**src/rtl/mips_pkg.sv**
```systemverilog
// Shared datapath constants and forwarding-select encodings used by the operand pipeline.
package mips_pkg;

  localparam int WORD_W = 32;

  typedef enum logic [1:0] {
    FWD_SEL_REG   = 2'd0,
    FWD_SEL_EXMEM = 2'd1,
    FWD_SEL_MEMWB = 2'd2
  } fwd_sel_e;

  function automatic int sel_width(input int n);
    return (n > 1) ? $clog2(n) : 1;
  endfunction

endpackage

```
**src/rtl/pipe_skid_buf.sv**
```systemverilog
// Registered valid/ready stage with a one-entry skid; in_ready depends only on local state.
module pipe_skid_buf
  import mips_pkg::*;
#(
  parameter int WIDTH = WORD_W
) (
  input  logic             clk,
  input  logic             rst_n,
  input  logic             flush,
  input  logic             in_valid,
  output logic             in_ready,
  input  logic [WIDTH-1:0] in_data,
  output logic             out_valid,
  input  logic             out_ready,
  output logic [WIDTH-1:0] out_data
);

  logic             skid_valid;
  logic [WIDTH-1:0] skid_data;
  logic             accept;
  logic             fire;

  assign in_ready = !skid_valid;
  assign accept   = in_valid & in_ready;
  assign fire     = out_valid & out_ready;

  // Flush drops both entries but leaves the data registers holding their last value.
  always_ff @(posedge clk or negedge rst_n) begin
    if (!rst_n) begin
      out_valid  <= 1'b0;
      out_data   <= '0;
      skid_valid <= 1'b0;
      skid_data  <= '0;
    end else if (flush) begin
      out_valid  <= 1'b0;
      skid_valid <= 1'b0;
    end else if (fire && skid_valid) begin
      out_data   <= skid_data;
      out_valid  <= 1'b1;
      skid_valid <= 1'b0;
    end else if (accept && (!out_valid || fire)) begin
      out_data   <= in_data;
      out_valid  <= 1'b1;
    end else if (accept) begin
      skid_data  <= in_data;
      skid_valid <= 1'b1;
    end else if (fire) begin
      out_valid  <= 1'b0;
    end
  end

endmodule

```
**src/rtl/operand_sel_pipe.sv**
```systemverilog
// N:1 operand select feeding a registered skid stage; out-of-range selects fall back to the last input.
module operand_sel_pipe
  import mips_pkg::*;
#(
  parameter  int WIDTH  = WORD_W,
  parameter  int NUM_IN = 3,
  localparam int SEL_W  = sel_width(NUM_IN)
) (
  input  logic                    clk,
  input  logic                    rst_n,
  input  logic                    flush,
  input  logic                    in_valid,
  output logic                    in_ready,
  input  logic [SEL_W-1:0]        sel,
  input  logic [NUM_IN*WIDTH-1:0] data_in,
  output logic                    out_valid,
  input  logic                    out_ready,
  output logic [WIDTH-1:0]        out_data,
  output logic                    sel_oob
);

  logic [NUM_IN-1:0] hit;
  logic [WIDTH-1:0]  selected;
  logic              oob;
  logic              accept;

  for (genvar k = 0; k < NUM_IN; k++) begin : g_hit
    assign hit[k] = (sel == SEL_W'(k));
  end

  assign oob    = ~|hit;
  assign accept = in_valid & in_ready;

  always_comb begin
    selected = data_in[(NUM_IN-1)*WIDTH +: WIDTH];
    for (int i = 0; i < NUM_IN - 1; i++) begin
      if (hit[i]) selected = data_in[i*WIDTH +: WIDTH];
    end
  end

  always_ff @(posedge clk or negedge rst_n) begin
    if (!rst_n)      sel_oob <= 1'b0;
    else if (flush)  sel_oob <= 1'b0;
    else             sel_oob <= accept & oob;
  end

  pipe_skid_buf #(.WIDTH(WIDTH)) u_skid (
    .clk       (clk),
    .rst_n     (rst_n),
    .flush     (flush),
    .in_valid  (in_valid),
    .in_ready  (in_ready),
    .in_data   (selected),
    .out_valid (out_valid),
    .out_ready (out_ready),
    .out_data  (out_data)
  );

endmodule

```
**config.mk**
```make
export PLATFORM = sky130hd
export DESIGN_NAME = operand_sel_pipe
export DESIGN_NICKNAME = d
export VERILOG_FILES = /design/src/rtl/mips_pkg.sv /design/src/rtl/pipe_skid_buf.sv /design/src/rtl/operand_sel_pipe.sv
export SDC_FILE = /design/constraint.sdc
export NUM_CORES = 1
export LEC_CHECK = 0
export CORE_UTILIZATION = 49
export DETAILED_ROUTE_END_ITERATION = 10
export PLACE_DENSITY = 0.87
export SYNTH_ARGS = -nofsm -noshare
export SYNTH_HDL_FRONTEND = slang
export SYNTH_SLANG_ARGS = --single-unit
```
**constraint.sdc**
```tcl
create_clock -name clk -period 4.6 [get_ports clk]
set_clock_uncertainty 0.05 [all_clocks]
set_input_delay 0.46 -clock clk [delete_from_list [all_inputs] [get_ports clk]]
set_output_delay 0.46 -clock clk [all_outputs]
set_load 0.1 [all_outputs]
```
==> results.cfg <==
[sta]
rsz0062_at_grt = no
max_slew.worst_pin.slew_ns = 1.30
min_period_ns = 2.82
setup_viol = 0
setup_tns_ns = 0
slew_headroom_pct = 13.0
drv_slew = 0
clock.fmax_mhz = 355
finalCritPeriodShare_pct = 61.2
hold_viol_final = 0

[final_layout]
mostFrequentLayoutCells = clkdlybuf4s50_1 (134), o21ai_0 (68), dfrtp_1 (67), a31oi_1 (64), nand2_1 (35)
instances_no_fill = 630
nFillCells = 504
synthToLayoutAreaGrowth_pct = 42.0
layout_commonest_cell = clkdlybuf4s50_1
antennaDiodeCount = 0
drive_above_1_share_pct = 11.3
multi_input_area_um2 = 1890
post-route-util_pct = 73.1
seqCellArea_um2 = 1680
nNetsFinal = 629

[power_and_ir_drop]
leakage_nw = 2.00
max-vdd-ir-drop_mv = 0.207
power.density_nw_per_um2 = 429

[clocking]
cts_buffer_depth = 2
cts_hold_buf = 0
cts_made_buffers = 9
clkSlewWorstSetupHoldPaths_ns = 0.07
clock_latency_ns = 0.35
clkSinkCount = 67
post_cts_resized = 0
cts_root_buffer = clkbuf_8
h-tree-depth = 3
cts_tree = done
post_cts_buffers = 0

[synthesis]
ys_types = 19
synthCells = 417
synth_area_per_cell_um2 = 9.05
synth_top_cell_area_share_pct = 44.4
mappedNetlistArea_um2 = 3770
synthAdderAreaFrac_pct = 0
synth_edf_count = 0
synth_compound_area_share_pct = 30.1
synth_seq_cells = 67
yosys.area_share.simple_pct = 9.98
synthMuxAreaShare_pct = 9.84
synth_warnings = 0
async_flop_share_pct = 100
synth_ff_type = dfrtp_1
yosysTopAreaCell = dfrtp_1
synth_area_leaders = dfrtp_1 (44%), a31oi_1 (11%), mux2_2 (9.8%)
synth_xor_area_share_pct = 0
ys_seq_area_share_pct = 44.4
syn_nets = 520
synth_top_family_by_area = compound AO/OA/AOI/OAI gates

[worst_setup_path]
cp_slowest_stage_delay_ns = 1.11
crit_cells = 4
critical_path_peak_fanout = 33
arrival_ns = 2.92
critPathLaunch = in_valid
regToRegStartpoint = u_skid.skid_valid$_DFFE_PN0P_
critPathTopFamily = simple AND/OR/NAND/NOR gates
critical_path_class = in2reg
cp-endpoint = u_skid.out_data[18]$_DFFE_PN0P_
cp.required_ns = 4.71
start_kind = input port
r2r_cells = 3
crit_chain = clkdlybuf4s50_1 -> mux2_2 -> and3_1 -> a31oi_1
r2r_end = u_skid.out_data[18]$_DFFE_PN0P_
reg2reg_slack_ns = 1.85
end_kind = flop
crit_buf_inv = 1
cpMaxStageDelayCell = and3_1

[placed_design]
dp.final_hpwl_mm = 6.72
gp_routability_congestion = 0.773
port_buffers = 137
placed_cells = 614

[global_routing]
antenna_found_initial = 0
grt_pass1_vias = 3868
grt_overflow = 0
grtUsageTotal_pct = 27.8
grt_pass1_wl_mm = 18.1
grt_max_degree = 68

[job]
maxCapViolCount = 0

[detailed_routing]
num_vias = 3786
ant_nets = 0
wirelength_mm = 10.9
wl_per_cell_um = 17.3
dr.pass1.iters = 6
viasPerCell = 6.01
drc_errors = 0
drt_iter0_markers = 326

[status]
outcome = complete, no violations

[floorplan]
start_util_pct = 51.5
die_y_um = 89.8
num_rows = 31
die_area_um2 = 8060
coreArea_um2 = 7330
die-width_um = 89.8
io_pins = 138

[min_path]
min-delay-path-class = in2async
## kinds of logic (layout without fill, tap and decap cells)
group,after synthesis,count (layout)
and+or+nand+nor,74,74
muxes,33,33
DFF,67,67
buffers and inverters,48,162
AOI/OAI and AO/OA,195,195
## worst min-delay path by stage
stage	start	slack, ns	endpoint
2_1_floorplan	rst_n	0.11	sel_oob$_DFF_PN0_
3_5_place_dp	u_skid.skid_data[4]$_DFFE_PN0P_	0.45	u_skid.skid_data[4]$_DFFE_PN0P_
3_3_place_gp	u_skid.skid_data[23]$_DFFE_PN0P_	0.44	u_skid.skid_data[23]$_DFFE_PN0P_
5_1_grt	rst_n	0.33	u_skid.skid_valid$_DFFE_PN0P_
4_1_cts	rst_n	0.28	u_skid.out_valid$_DFFE_PN0P_
6_report	rst_n	0.24	u_skid.out_valid$_DFFE_PN0P_
## metal layers
| metal | part of all wire, % | GRT usage, % | wire length, µm | vias up |
|---|---|---|---|---|
| li1 | - | - | - | 1760 |
| met1 | 41 | 35.0 | 4430 | 1797 |
| met2 | 50 | 46.2 | 5430 | 208 |
| met3 | 7.4 | 6.01 | 805 | 21 |
| met4 | 2.1 | 12.0 | 224 | 0 |
| met5 | 0 | 0 | 0 | - |
## report_power, final
part / total [W] / internal (W) / leakage, nW / switching, W
logic: 0.000878 / 0.000276 / 1.08 / 0.000602
clock network: 0.000632 / 0.000404 / 0.133 / 0.000228
registers: 0.000791 / 0.000717 / 0.789 / 0.0000737
## per-stage QoR
step	cell area, µm²	power, W	worst slack (ns)	hold WS, ns
2_1_floorplan	3770	0.00140	2.55	0.114
3_3_place_gp	5100	0.00165	1.64	0.439
3_5_place_dp	5100	0.00167	1.49	0.455
4_1_cts	5360	0.00230	1.85	0.280
5_1_grt	5360	0.00239	1.69	0.330
6_report	5360	0.00230	1.78	0.236
## flip-flops by register name, summed over array words and instances (netlist names)
name / count
sel_oob: 1
u_skid.out_data: 32
u_skid.out_valid: 1
u_skid.skid_data: 32
u_skid.skid_valid: 1
## Yosys cell counts, drive strengths merged, types with 2 or more instances
| cell | number |
|---|---|
| a31oi | 64 |
| nand2b | 33 |
| dfrtp | 67 |
| nand2 | 35 |
| inv | 2 |
| o21ai | 97 |
| o211ai | 32 |
| buf | 12 |
| a21oi | 2 |
| clkbuf | 33 |
| mux2 | 33 |
| and3 | 2 |
## final cells by class
type / instances / share of cell area, %
Multi-Input combinational cell: 302 / 35.2
Sequential cell: 67 / 31.3
Timing Repair Buffer: 143 / 26.1
Clock buffer: 12 / 3.08
Tap cell: 99 / 2.31
Clock inverter: 4 / 1.77
Inverter: 3 / 0.210
## worst register-to-register path, delay by kind of cell (launching register included)
kind / cells / cell delay [ns]
muxes: 1 / 0.72
AOI/OAI and AO/OA: 1 / 0.23
and+or+nand+nor: 1 / 1.12
DFF: 1 / 0.46
No activity file was read; power rests on OpenSTA's default activity.
